### src/rtl/arb_pkg.sv
`default_nettype none
// ============================================================================
//  Module      : arb_pkg
//  Description : Shared constants, state encoding and helpers for the
//                8-way round-robin arbiter.
//  Revision    : 1.0  initial release
// ============================================================================
package arb_pkg;

   localparam int c_NUM_REQ = 8;
   localparam int c_IDX_W   = 3;
   localparam int c_CNT_W   = 8;

   // Arbiter state: no grant outstanding, or a grant being held.
   typedef enum logic [0:0] {
      IDLE = 1'b0,
      BUSY = 1'b1
   } arbState_t;

   // Binary index to one-hot grant vector.
   function automatic logic [c_NUM_REQ-1:0] oneHot8(input logic [c_IDX_W-1:0] idx);
      logic [c_NUM_REQ-1:0] vec;
      vec      = '0;
      vec[idx] = 1'b1;
      return vec;
   endfunction

endpackage : arb_pkg
`default_nettype wire

### src/rtl/rr_pick8.sv
`default_nettype none
// ============================================================================
//  Module      : rr_pick8
//  Description : Combinational rotating-priority picker. Returns the first
//                set request bit at or after the pointer, wrapping 7 -> 0.
//  Revision    : 1.0  initial release
// ============================================================================
module rr_pick8
   import arb_pkg::*;
(
   input  logic [c_NUM_REQ-1:0] i_req,
   input  logic [c_IDX_W-1:0]   i_ptr,
   output logic [c_IDX_W-1:0]   o_idx,
   output logic                 o_anyValid
);

   logic [c_IDX_W-1:0] w_pos;
   logic               w_found;

   // Scan the eight positions starting at the pointer; first hit wins.
   always_comb begin
      o_idx   = '0;
      w_found = 1'b0;
      w_pos   = '0;
      for (int k = 0; k < c_NUM_REQ; k++) begin
         w_pos = i_ptr + c_IDX_W'(k);
         if (!w_found && i_req[w_pos]) begin
            o_idx   = w_pos;
            w_found = 1'b1;
         end
      end
   end

   assign o_anyValid = |i_req;

endmodule : rr_pick8
`default_nettype wire

### src/rtl/rr_arbiter8.sv
`default_nettype none
// ============================================================================
//  Module      : rr_arbiter8
//  Description : 8-requester round-robin arbiter with registered one-hot
//                grant, owner release pulse, request-drop release and a
//                hold-length limit that forces release with a timeout flag.
//  Revision    : 1.0  initial release
// ============================================================================
module rr_arbiter8
   import arb_pkg::*;
#(
   parameter int HOLD_MAX = 16
)(
   input  logic                 iClk,
   input  logic                 iRst_n,
   input  logic [c_NUM_REQ-1:0] iReq,
   input  logic                 iDone,
   output logic [c_NUM_REQ-1:0] oGnt,
   output logic [c_IDX_W-1:0]   oGntIdx,
   output logic                 oValid,
   output logic                 oTimeout
);

   // Last counter value of a grant; reaching it ends the grant at the next edge.
   localparam logic [c_CNT_W-1:0] c_HOLD_LAST = c_CNT_W'(HOLD_MAX - 1);
   localparam logic [c_CNT_W-1:0] c_CNT_SAT   = '1;

   arbState_t            r_state;
   arbState_t            w_stateNxt;
   logic [c_IDX_W-1:0]   r_ptr;
   logic [c_IDX_W-1:0]   w_ptrNxt;
   logic [c_CNT_W-1:0]   r_holdCnt;
   logic [c_CNT_W-1:0]   w_holdCntNxt;
   logic [c_NUM_REQ-1:0] w_gntNxt;
   logic [c_IDX_W-1:0]   w_idxNxt;
   logic                 w_validNxt;
   logic                 w_timeoutNxt;

   logic [c_IDX_W-1:0]   w_pickIdx;
   logic                 w_pickAny;
   logic                 w_reqHeld;
   logic                 w_holdHit;
   logic                 w_release;

   rr_pick8 uPick (
      .i_req      (iReq),
      .i_ptr      (r_ptr),
      .o_idx      (w_pickIdx),
      .o_anyValid (w_pickAny)
   );

   assign w_reqHeld = iReq[oGntIdx];
   assign w_holdHit = (r_holdCnt == c_HOLD_LAST);
   assign w_release = iDone || !w_reqHeld || w_holdHit;

   // Next-state and next-output decode. The timeout flag is registered at the
   // release edge, so it is seen in the first idle cycle after a forced release.
   always_comb begin
      w_stateNxt   = r_state;
      w_ptrNxt     = r_ptr;
      w_holdCntNxt = r_holdCnt;
      w_gntNxt     = oGnt;
      w_idxNxt     = oGntIdx;
      w_validNxt   = oValid;
      w_timeoutNxt = 1'b0;
      case (r_state)
         IDLE: begin
            if (w_pickAny) begin
               w_stateNxt   = BUSY;
               w_gntNxt     = oneHot8(w_pickIdx);
               w_idxNxt     = w_pickIdx;
               w_validNxt   = 1'b1;
               w_holdCntNxt = '0;
            end
         end
         BUSY: begin
            if (w_release) begin
               w_stateNxt   = IDLE;
               w_gntNxt     = '0;
               w_idxNxt     = '0;
               w_validNxt   = 1'b0;
               w_ptrNxt     = oGntIdx + c_IDX_W'(1);
               w_holdCntNxt = '0;
               w_timeoutNxt = w_holdHit && !iDone && w_reqHeld;
            end else if (r_holdCnt != c_CNT_SAT) begin
               w_holdCntNxt = r_holdCnt + c_CNT_W'(1);
            end
         end
         default: begin
            w_stateNxt   = IDLE;
            w_gntNxt     = '0;
            w_idxNxt     = '0;
            w_validNxt   = 1'b0;
            w_holdCntNxt = '0;
         end
      endcase
   end

   // State, pointer, counter and all outputs live in flops; reset clears them at once.
   always_ff @(posedge iClk or negedge iRst_n) begin
      if (!iRst_n) begin
         r_state   <= IDLE;
         r_ptr     <= '0;
         r_holdCnt <= '0;
         oGnt      <= '0;
         oGntIdx   <= '0;
         oValid    <= 1'b0;
         oTimeout  <= 1'b0;
      end else begin
         r_state   <= w_stateNxt;
         r_ptr     <= w_ptrNxt;
         r_holdCnt <= w_holdCntNxt;
         oGnt      <= w_gntNxt;
         oGntIdx   <= w_idxNxt;
         oValid    <= w_validNxt;
         oTimeout  <= w_timeoutNxt;
      end
   end

endmodule : rr_arbiter8
`default_nettype wire

### config.mk
export PLATFORM = sky130hd
export DESIGN_NAME = rr_arbiter8
export DESIGN_NICKNAME = d
export VERILOG_FILES = /design/src/rtl/arb_pkg.sv /design/src/rtl/rr_pick8.sv /design/src/rtl/rr_arbiter8.sv
export SDC_FILE = /design/constraint.sdc
export NUM_CORES = 1
export LEC_CHECK = 0
export CAP_MARGIN = 15
export CORE_MARGIN = 8
export CORE_UTILIZATION = 35
export CTS_CLUSTER_SIZE = 30
export DETAILED_ROUTE_END_ITERATION = 16
export PLACE_DENSITY = 0.64
export SETUP_SLACK_MARGIN = 0.3
export SLEW_MARGIN = 30
export SYNTH_ARGS = -nofsm -noshare
export SYNTH_HDL_FRONTEND = slang
export SYNTH_SLANG_ARGS = --single-unit
### constraint.sdc
create_clock -name iClk -period 5.85 [get_ports iClk]
set_clock_uncertainty 0.2 [all_clocks]
set_input_delay 1.17 -clock iClk [delete_from_list [all_inputs] [get_ports iClk]]
set_output_delay 1.17 -clock iClk [all_outputs]
set_load 0.005 [all_outputs]
==> flow_metrics.env, run 1 <==
export IMPL_slew_headroom=0.483
export IMPL_io_pins=24
export IMPL_critPathMaxStageDelay_ps=870
export IMPL_num_rows=29
export IMPL_cap_violations=0
export IMPL_drc_errors=0
export IMPL_post_cts_setup_buffer_count=0
export IMPL_grtUsageTotal=0.123
export IMPL_dominantRegCellSynth="dfrtp_1"
export IMPL_fin_nets=251
export IMPL_tightestPinTransition_ps=775
export IMPL_cts_root_buf="clkbuf_8"
export IMPL_critPathLaunchType="flip-flop"
export IMPL_power_density_nw_per_um2=606
export IMPL_initial_core_util=0.357
export IMPL_antenna_cells=0
export IMPL_cp_end_kind="flip-flop"
export IMPL_cp_max_fo=16
export IMPL_wl_mm=5.39
export IMPL_p_leak_nw=1.00
export IMPL_htree_levels=1
export IMPL_cts_buffers=3
export IMPL_period_share=0.749
export IMPL_place_area_um2=2440
export IMPL_drt_initial_drc_count=191
export IMPL_syn_area_um2=2230
export IMPL_worstPathRequired_ps=5820
export IMPL_cp_cell_sequence="inv_2, ha_1, mux4_2, mux2i_1, a32o_2, nand4_2, nor2_1, o21ai_1, a31o_1, a32o_2"
export IMPL_holdWs_ps=284
export IMPL_filler_cell_count=644
export IMPL_synth_edf_count=0
export IMPL_yosys_warnings=0
export IMPL_core_area_um2=6240
export IMPL_clkTransAtPathRegs_ps=90
export IMPL_cts_resized=0
export IMPL_ant_nets=0
export IMPL_die_x_um=95.7
export IMPL_drive_gt1_frac=0.162
export IMPL_max_freq_ghz=0.228
export IMPL_rsz0062_at_grt="no"
export IMPL_insertion_delay_ps=280
export IMPL_hold_viol_final=0
export IMPL_worst_path_buf_inv=1
export IMPL_ys_seq_area_frac=0.281
export IMPL_syn_nets=232
export IMPL_finalMaxSlewViolations=0
export IMPL_arrival_ps=4360
export IMPL_synth_distinct_cells=56
export IMPL_setup_violations=0
export IMPL_gp_congestion=0.870
export IMPL_grt_overflow=0
export IMPL_numPortBuffers=23
export IMPL_ctsLongestPathBuffers=2
export IMPL_syn_inst=217
export IMPL_fin_area_um2=2490
export IMPL_vdd_drop_max_mv=0.215
export IMPL_antenna_found_initial=0
export IMPL_ys_ff_latch=25
export IMPL_synth_area_per_cell_um2=10.3
export IMPL_firstDrtPassIters=4
export IMPL_fin_crit_ps=4380
export IMPL_grt_pass1_wl_mm=9.00
export IMPL_worst_path_max_delay_cell="ha_1"
export IMPL_clock_sinks=25
export IMPL_post_drt_wl_per_cell_um=17.3
export IMPL_die_h_um=95.7
export IMPL_syn2layout_area_growth_pct=12.0
export IMPL_hpwl_mm=4.02
export IMPL_tritoncts="done"
export IMPL_tns_ps=0
export IMPL_ctsHoldBuffers=0
export IMPL_grt_max_degree=26
export IMPL_synthArstFlopShare=1.00
export IMPL_outcome="completed"
export IMPL_critPathKind="reg2reg"
export IMPL_grt_pass1_vias=1866
export IMPL_die_area_um2=9170
export IMPL_via_per_inst=5.88
export IMPL_vias=1836
export IMPL_critPathTopFamily="compound AO/OA/AOI/OAI gates"
export IMPL_final_util=0.400
export IMPL_cp_common_cell="a32o_2"
export IMPL_hp_class="reg2reg"
## path summary, 6_finish.rpt
path,cells after the start,startpoint,endpoint,slack (ps)
min in group asynchronous,1,iRst_n,r_holdCnt[3],670
max in group asynchronous,1,iRst_n,r_holdCnt[5],4410
max,10,r_ptr[0],oGnt[2],1470
min,1,oValid,oValid,280
min reg2reg,1,oValid,oValid,280
max reg2reg,10,r_ptr[0],oGnt[2],1470
## where the power goes
group / internal [mW] / switching [mW] / leakage (nW)
Combinational: 0.501 / 0.606 / 0.649
Sequential: 0.212 / 0.0887 / 0.333
Clock: 0.0483 / 0.0561 / 0.0217
## sequential cells by signal, summed over array words and instances (netlist names)
name / flops
oValid: 1
r_state: 1
r_ptr: 3
oTimeout: 1
oGnt: 8
r_holdCnt: 8
oGntIdx: 3
## routing by layer
layer,GRT usage,part of all wire,up-vias
met3,0.0172,0.042,12
met4,0.0551,0.027,0
li1,-,-,863
met2,0.201,0.49,61
met5,0,0,-
met1,0.159,0.44,900
## worst register-to-register path: stages (launching register included)
cell	delay [ps]
dfrtp_1	770
inv_2	260
ha_1	870
mux4_2	600
mux2i_1	310
a32o_2	280
nand4_2	170
nor2_1	160
o21ai_1	90
a31o_1	320
a32o_2	250
## through the flow
step / power (mW) / std cells / worst slack, ps
after floorplan: 1.22 / 217 / 2540
after global placement: 1.38 / 308 / 1550
after detailed placement: 1.40 / 308 / 1480
after CTS: 1.51 / 312 / 1460
after global routing: 1.63 / 312 / 1170
final: 1.51 / 312 / 1470
## cell type report
type / count / area [um2] / share of cell area
Multi-Input combinational cell: 175 / 1470 / 0.589
Sequential cell: 25 / 626 / 0.251
Timing Repair Buffer: 23 / 225 / 0.0903
Tap cell: 77 / 96.3 / 0.0386
Clock buffer: 3 / 41.3 / 0.0166
Inverter: 8 / 30.0 / 0.0120
Clock inverter: 1 / 7.51 / 0.00301
## cells in the final DEF, fill, tap and decap left out, types with 2 or more instances in the layout
master and instances:
a221oi_1 2, o221ai_1 2, ha_1 4, nand3_1 5, a32o_2 3, a31oi_1 2
a22o_1 2, nand2_1 23, inv_1 7, o31ai_1 4, a211oi_1 2, a21oi_1 9
mux4_2 15, a21o_1 2, mux2i_1 19, nor4_1 4, o21ai_0 6, xor2_1 6
clkbuf_8 3, dfrtp_1 25, xnor2_1 4, a32o_1 3, and2_1 2, clkdlybuf4s50_1 22
nor2b_1 3, and4_1 3, mux2_2 2, nand2b_1 2, nor2_1 23, and3_1 2
## Yosys cell counts, types with 2 or more instances
library cell,number,area [um2]
dfrtp_1,25,626
nand2_1,23,86.3
nor2_1,23,86.3
mux2i_1,19,190
mux4_2,15,338
a21oi_1,9,45.0
inv_1,7,26.3
o21ai_0,6,30.0
xor2_1,6,52.6
nand3_1,5,25.0
ha_1,4,50.1
nor4_1,4,25.0
o31ai_1,4,30.0
xnor2_1,4,35.0
a32o_1,3,30.0
a32o_2,3,33.8
and4_1,3,26.3
buf_6,3,33.8
nor2b_1,3,18.8
a211oi_1,2,15.0
a21o_1,2,15.0
a221oi_1,2,17.5
a22o_1,2,17.5
a31oi_1,2,12.5
and2_1,2,12.5
and3_1,2,12.5
buf_4,2,15.0
mux2_2,2,22.5
nand2b_1,2,12.5
o221ai_1,2,17.5
## kinds of logic after synthesis
kind of cell | after synthesis | synth area share
AND/OR/NAND/NOR | 75 | 0.172
AO/OA/AOI/OAI | 49 | 0.171
multiplexers | 36 | 0.247
flip-flops | 25 | 0.281
buffers and inverters | 17 | 0.0596
XOR/XNOR | 11 | 0.0467
adder cells (fa/ha/maj) | 4 | 0.0225
(Power assumes the default switching activity.)
==> run 2, diff against run 1 <==
==> constraint.sdc (replaced) <==
create_clock -name iClk -period 4.45 [get_ports iClk]
set_clock_uncertainty 0.2 [all_clocks]
set_input_delay 0.89 -clock iClk [delete_from_list [all_inputs] [get_ports iClk]]
set_output_delay 0.89 -clock iClk [all_outputs]
set_load 0.005 [all_outputs]
==> flow_metrics.env, run 2 (synthesis results as in run 1) <==
export IMPL_grt_pass1_wl_mm=8.91
export IMPL_vias=1816
export IMPL_cp_cell_sequence="inv_2, ha_1, buf_4, mux2i_1, mux2i_1, a221oi_1, o21ai_0, o211ai_1, o21ai_1, a31o_1, a32o_2"
export IMPL_fin_nets=255
export IMPL_critPathKind="reg2reg"
export IMPL_drc_errors=0
export IMPL_cp_end_kind="flip-flop"
export IMPL_die_area_um2=9170
export IMPL_power_density_nw_per_um2=796
export IMPL_cp_max_fo=12
export IMPL_ctsLongestPathBuffers=2
export IMPL_cp_common_cell="mux2i_1"
export IMPL_place_area_um2=2470
export IMPL_num_rows=29
export IMPL_worst_path_max_delay_cell="ha_1"
export IMPL_fin_area_um2=2520
export IMPL_outcome="completed"
export IMPL_post_cts_setup_buffer_count=0
export IMPL_insertion_delay_ps=270
export IMPL_grt_overflow=0
export IMPL_clock_sinks=25
export IMPL_die_h_um=95.7
export IMPL_p_leak_nw=1.02
export IMPL_vdd_drop_max_mv=0.285
export IMPL_hpwl_mm=4.03
export IMPL_worst_path_buf_inv=2
export IMPL_period_share=0.831
export IMPL_tns_ps=0
export IMPL_clkTransAtPathRegs_ps=90
export IMPL_antenna_found_initial=0
export IMPL_cts_buffers=3
export IMPL_fin_crit_ps=3700
export IMPL_io_pins=24
export IMPL_reg_largest_list="oGnt (8), r_holdCnt (8)"
export IMPL_finalMaxSlewViolations=0
export IMPL_htree_levels=1
export IMPL_ctsHoldBuffers=0
export IMPL_initial_core_util=0.357
export IMPL_antenna_cells=0
export IMPL_hold_viol_final=0
export IMPL_grtUsageTotal=0.120
export IMPL_tightestPinTransition_ps=658
export IMPL_holdWs_ps=286
export IMPL_via_per_inst=5.75
export IMPL_syn2layout_area_growth_pct=13.4
export IMPL_fin_cells=316
export IMPL_critPathMaxStageDelay_ps=690
export IMPL_cts_root_buf="clkbuf_8"
export IMPL_critPathLaunchType="flip-flop"
export IMPL_cap_violations=0
export IMPL_grt_max_degree=26
export IMPL_setup_violations=0
export IMPL_max_freq_ghz=0.270
export IMPL_firstDrtPassIters=4
export IMPL_worstPathRequired_ps=4420
export IMPL_rsz0062_at_grt="no"
export IMPL_wl_mm=5.30
export IMPL_drive_gt1_frac=0.176
export IMPL_hp_class="reg2reg"
export IMPL_die_x_um=95.7
export IMPL_power_mw=2.01
export IMPL_dp_cells=312
export IMPL_grt_pass1_vias=1786
export IMPL_layout_common_cells="dfrtp_1 (25), nand2_1 (23), nor2_1 (23)"
export IMPL_arrival_ps=3660
export IMPL_drt_initial_drc_count=112
export IMPL_numPortBuffers=23
export IMPL_cts_resized=0
export IMPL_slew_headroom=0.561
export IMPL_final_common_cell="dfrtp_1"
export IMPL_gp_congestion=0.878
export IMPL_core_area_um2=6240
export IMPL_tritoncts="done"
export IMPL_post_drt_wl_per_cell_um=16.8
export IMPL_ant_nets=0
export IMPL_critPathTopFamily="compound AO/OA/AOI/OAI gates"
[run 2: routing by layer]
layer	track usage	wire, um	part of all wire
met1	0.152	2260	0.43
met2	0.207	2690	0.51
met3	0.0195	296	0.056
met4	0.0256	61	0.012
met5	0	0	0
[run 2: metrics by stage]
step	worst slack, ps	utilization
2_1_floorplan	1200	-
6_report	751	0.404
3_3_place_gp	582	0.397
5_1_grt	444	0.404
3_5_place_dp	554	0.397
4_1_cts	744	0.404
[run 2: final cells by class]
type                       instances  area [um2]
clock inverter                     1        7.51
sequential                        25         626
tap                               77        96.3
inverter                           8        30.0
timing repair buffer              27         255
fill                             620        3720
clock buffer                       3        41.3
multi-input combinational        175        1470
[run 2: power by group]
group	internal [mW]	switching [mW]
sequential	0.279	0.0719
combinational	0.683	0.841
clock	0.0634	0.0716
[run 2: tightest hold or removal path: cells and delay by family (launching register included)]
kind            cells  cell delay, ps
flops               1             350
simple gates        1              50
compound gates      1              50
[run 2: final timing paths]
path	slack (ps)	cells past startpoint	end	startpoint
worst max-delay path	750	11	oGnt[3]	r_ptr[0]
worst min-delay path	290	2	oGnt[0]	oGnt[0]
worst max register to register	750	11	oGnt[3]	r_ptr[0]
worst min register to register	290	2	oGnt[0]	oGnt[0]
max in group asynchronous	3290	1	r_holdCnt[1]	iRst_n
min in group asynchronous	400	1	r_holdCnt[3]	iRst_n
==> run 3, diff against run 2 <==
--- a/config.mk
+++ b/config.mk
@@ -10,7 +10,7 @@
 export CORE_UTILIZATION = 35
 export CTS_CLUSTER_SIZE = 30
 export DETAILED_ROUTE_END_ITERATION = 16
-export PLACE_DENSITY = 0.64
+export PLACE_DENSITY = 0.66
 export SETUP_SLACK_MARGIN = 0.3
 export SLEW_MARGIN = 30
 export SYNTH_ARGS = -nofsm -noshare
==> constraint.sdc (replaced) <==
create_clock -name iClk -period 3.4 [get_ports iClk]
set_clock_uncertainty 0.2 [all_clocks]
set_input_delay 0.68 -clock iClk [delete_from_list [all_inputs] [get_ports iClk]]
set_output_delay 0.68 -clock iClk [all_outputs]
set_load 0.005 [all_outputs]
==> flow_metrics.env, run 3 (synthesis results as in run 1) <==
export IMPL_outcome="completed"
export IMPL_grt_overflow=0
export IMPL_worst_path_max_delay_cell="mux4_2"
export IMPL_slew_headroom=0.649
export IMPL_antenna_found_initial=0
export IMPL_setup_slack_ps=346
export IMPL_initial_core_util=0.357
export IMPL_fin_crit_ps=3050
export IMPL_cp_cell_sequence="inv_2, ha_4, mux4_2, mux2i_4, a32o_2, nand4_4, nor2_2, o21ai_2, a31o_1, a32o_2"
export IMPL_die_h_um=95.7
export IMPL_grt_max_degree=26
export IMPL_grt_pass1_wl_mm=9.79
export IMPL_tightestPinTransition_ps=527
export IMPL_cp_common_cell="a32o_2"
export IMPL_syn2layout_area_growth_pct=37.2
export IMPL_grtUsageTotal=0.130
export IMPL_hold_viol_final=0
export IMPL_critPathLaunchType="flip-flop"
export IMPL_wl_mm=6.01
export IMPL_critPathKind="reg2reg"
export IMPL_fin_nets=300
export IMPL_post_drt_wl_per_cell_um=16.7
export IMPL_drive_gt1_frac=0.366
export IMPL_ant_nets=0
export IMPL_die_x_um=95.7
export IMPL_io_pins=24
export IMPL_gp_congestion=0.892
export IMPL_cp_end_kind="flip-flop"
export IMPL_vias=2046
export IMPL_cap_violations=0
export IMPL_ctsLongestPathBuffers=2
export IMPL_clkTransAtPathRegs_ps=90
export IMPL_rsz0062_at_grt="yes"
export IMPL_insertion_delay_ps=270
export IMPL_tritoncts="done"
export IMPL_max_freq_ghz=0.327
export IMPL_pre_cts_ws_ps=-134
export IMPL_core_area_um2=6240
export IMPL_hp_class="reg2reg"
export IMPL_power_density_nw_per_um2=1130
export IMPL_numPortBuffers=23
export IMPL_cts_buffers=3
export IMPL_cp_max_fo=7
export IMPL_fin_area_um2=3050
export IMPL_final_common_cell="buf_4"
export IMPL_reg_largest_list="oGnt (8), r_holdCnt (8)"
export IMPL_ctsHoldBuffers=0
export IMPL_period_share=0.898
export IMPL_arrival_ps=3010
export IMPL_vdd_drop_max_mv=0.554
export IMPL_finalMaxSlewViolations=0
export IMPL_layout_common_cells="buf_4 (46), dfrtp_1 (25), nand2_1 (23)"
export IMPL_firstDrtPassIters=4
export IMPL_die_area_um2=9170
export IMPL_drc_errors=0
export IMPL_drt_initial_drc_count=118
export IMPL_grt_pass1_vias=2034
export IMPL_p_leak_nw=1.26
export IMPL_cts_root_buf="clkbuf_8"
export IMPL_antenna_cells=0
export IMPL_setup_violations=0
export IMPL_place_area_um2=2780
export IMPL_num_rows=29
export IMPL_holdWs_ps=279
export IMPL_via_per_inst=5.67
export IMPL_clock_sinks=25
export IMPL_critPathMaxStageDelay_ps=550
export IMPL_worstPathRequired_ps=3360
export IMPL_hpwl_mm=4.33
export IMPL_htree_levels=1
==> run 3: cell types whose count changed in the layout (fill, tap and decap cells not counted), sizes merged <==
cell | before | now
buf | 5 | 49
clkdlybuf4s50 | 22 | 15
dlygate4sd2 | 0 | 7
clkbuf | 3 | 4
clkdlybuf4s15 | 0 | 1
clkinvlp | 1 | 0
==> run 3: area by class of cell <==
cell class / instances / area [um2]
clock buffer: 4 / 45.0
timing repair buffer: 72 / 604
tap: 77 / 96.3
sequential: 25 / 626
inverter: 8 / 30.0
fill: 588 / 3190
multi-input combinational: 175 / 1650
==> run 3: repair_timing <==
item,4_1_cts,5_1_grt
setup endpoints to repair,11,11
pin swaps,3,11
setup buffers,5,5
resized for setup,11,27
gates cloned,0,0
==> run 3: path summary, 6_finish.rpt <==
kind / slack, ps / cells after the start / to / start
min in group asynchronous: 570 / 2 / r_holdCnt[4] / iRst_n
min: 280 / 2 / oGnt[5] / oGnt[5]
max: 350 / 10 / oGnt[2] / r_ptr[0]
max in group asynchronous: 2180 / 2 / oGnt[2] / iRst_n
min reg2reg: 280 / 2 / oGnt[5] / oGnt[5]
max reg2reg: 350 / 10 / oGnt[2] / r_ptr[0]
==> run 3: where the power goes <==
group	total [mW]	switching (mW)	internal (mW)
clock	0.174	0.0902	0.0837
sequential	0.458	0.0918	0.366
combinational	2.83	1.37	1.46
==> run 3: metal layers <==
metal | GRT usage | wire [um] | vias up
li1 | - | - | 963
met1 | 0.166 | 2590 | 1022
met2 | 0.225 | 3100 | 53
met3 | 0.0226 | 257 | 8
met4 | 0.0282 | 68 | 0
met5 | 0 | 0 | -
==> run 3: critical path: cells and delay by family, from the launching register on <==
family                   cells  cell delay (ps)
adder cells (fa/ha/maj)      1              330
AO/OA/AOI/OAI                4              900
multiplexers                 2              720
AND/OR/NAND/NOR              2              300
flip-flops                   1              410
buffers and inverters        1               70
==> run 3: metrics by stage <==
stage | cells | power (mW) | utilization | setup TNS, ps
final | 361 | 3.46 | 0.489 | 0
after global routing | 361 | 3.71 | 0.489 | 0
after CTS | 356 | 3.08 | 0.459 | 0
after detailed placement | 347 | 2.81 | 0.446 | -915
after global placement | 347 | 2.79 | 0.446 | -1090
after floorplan | 217 | 2.21 | - | 0
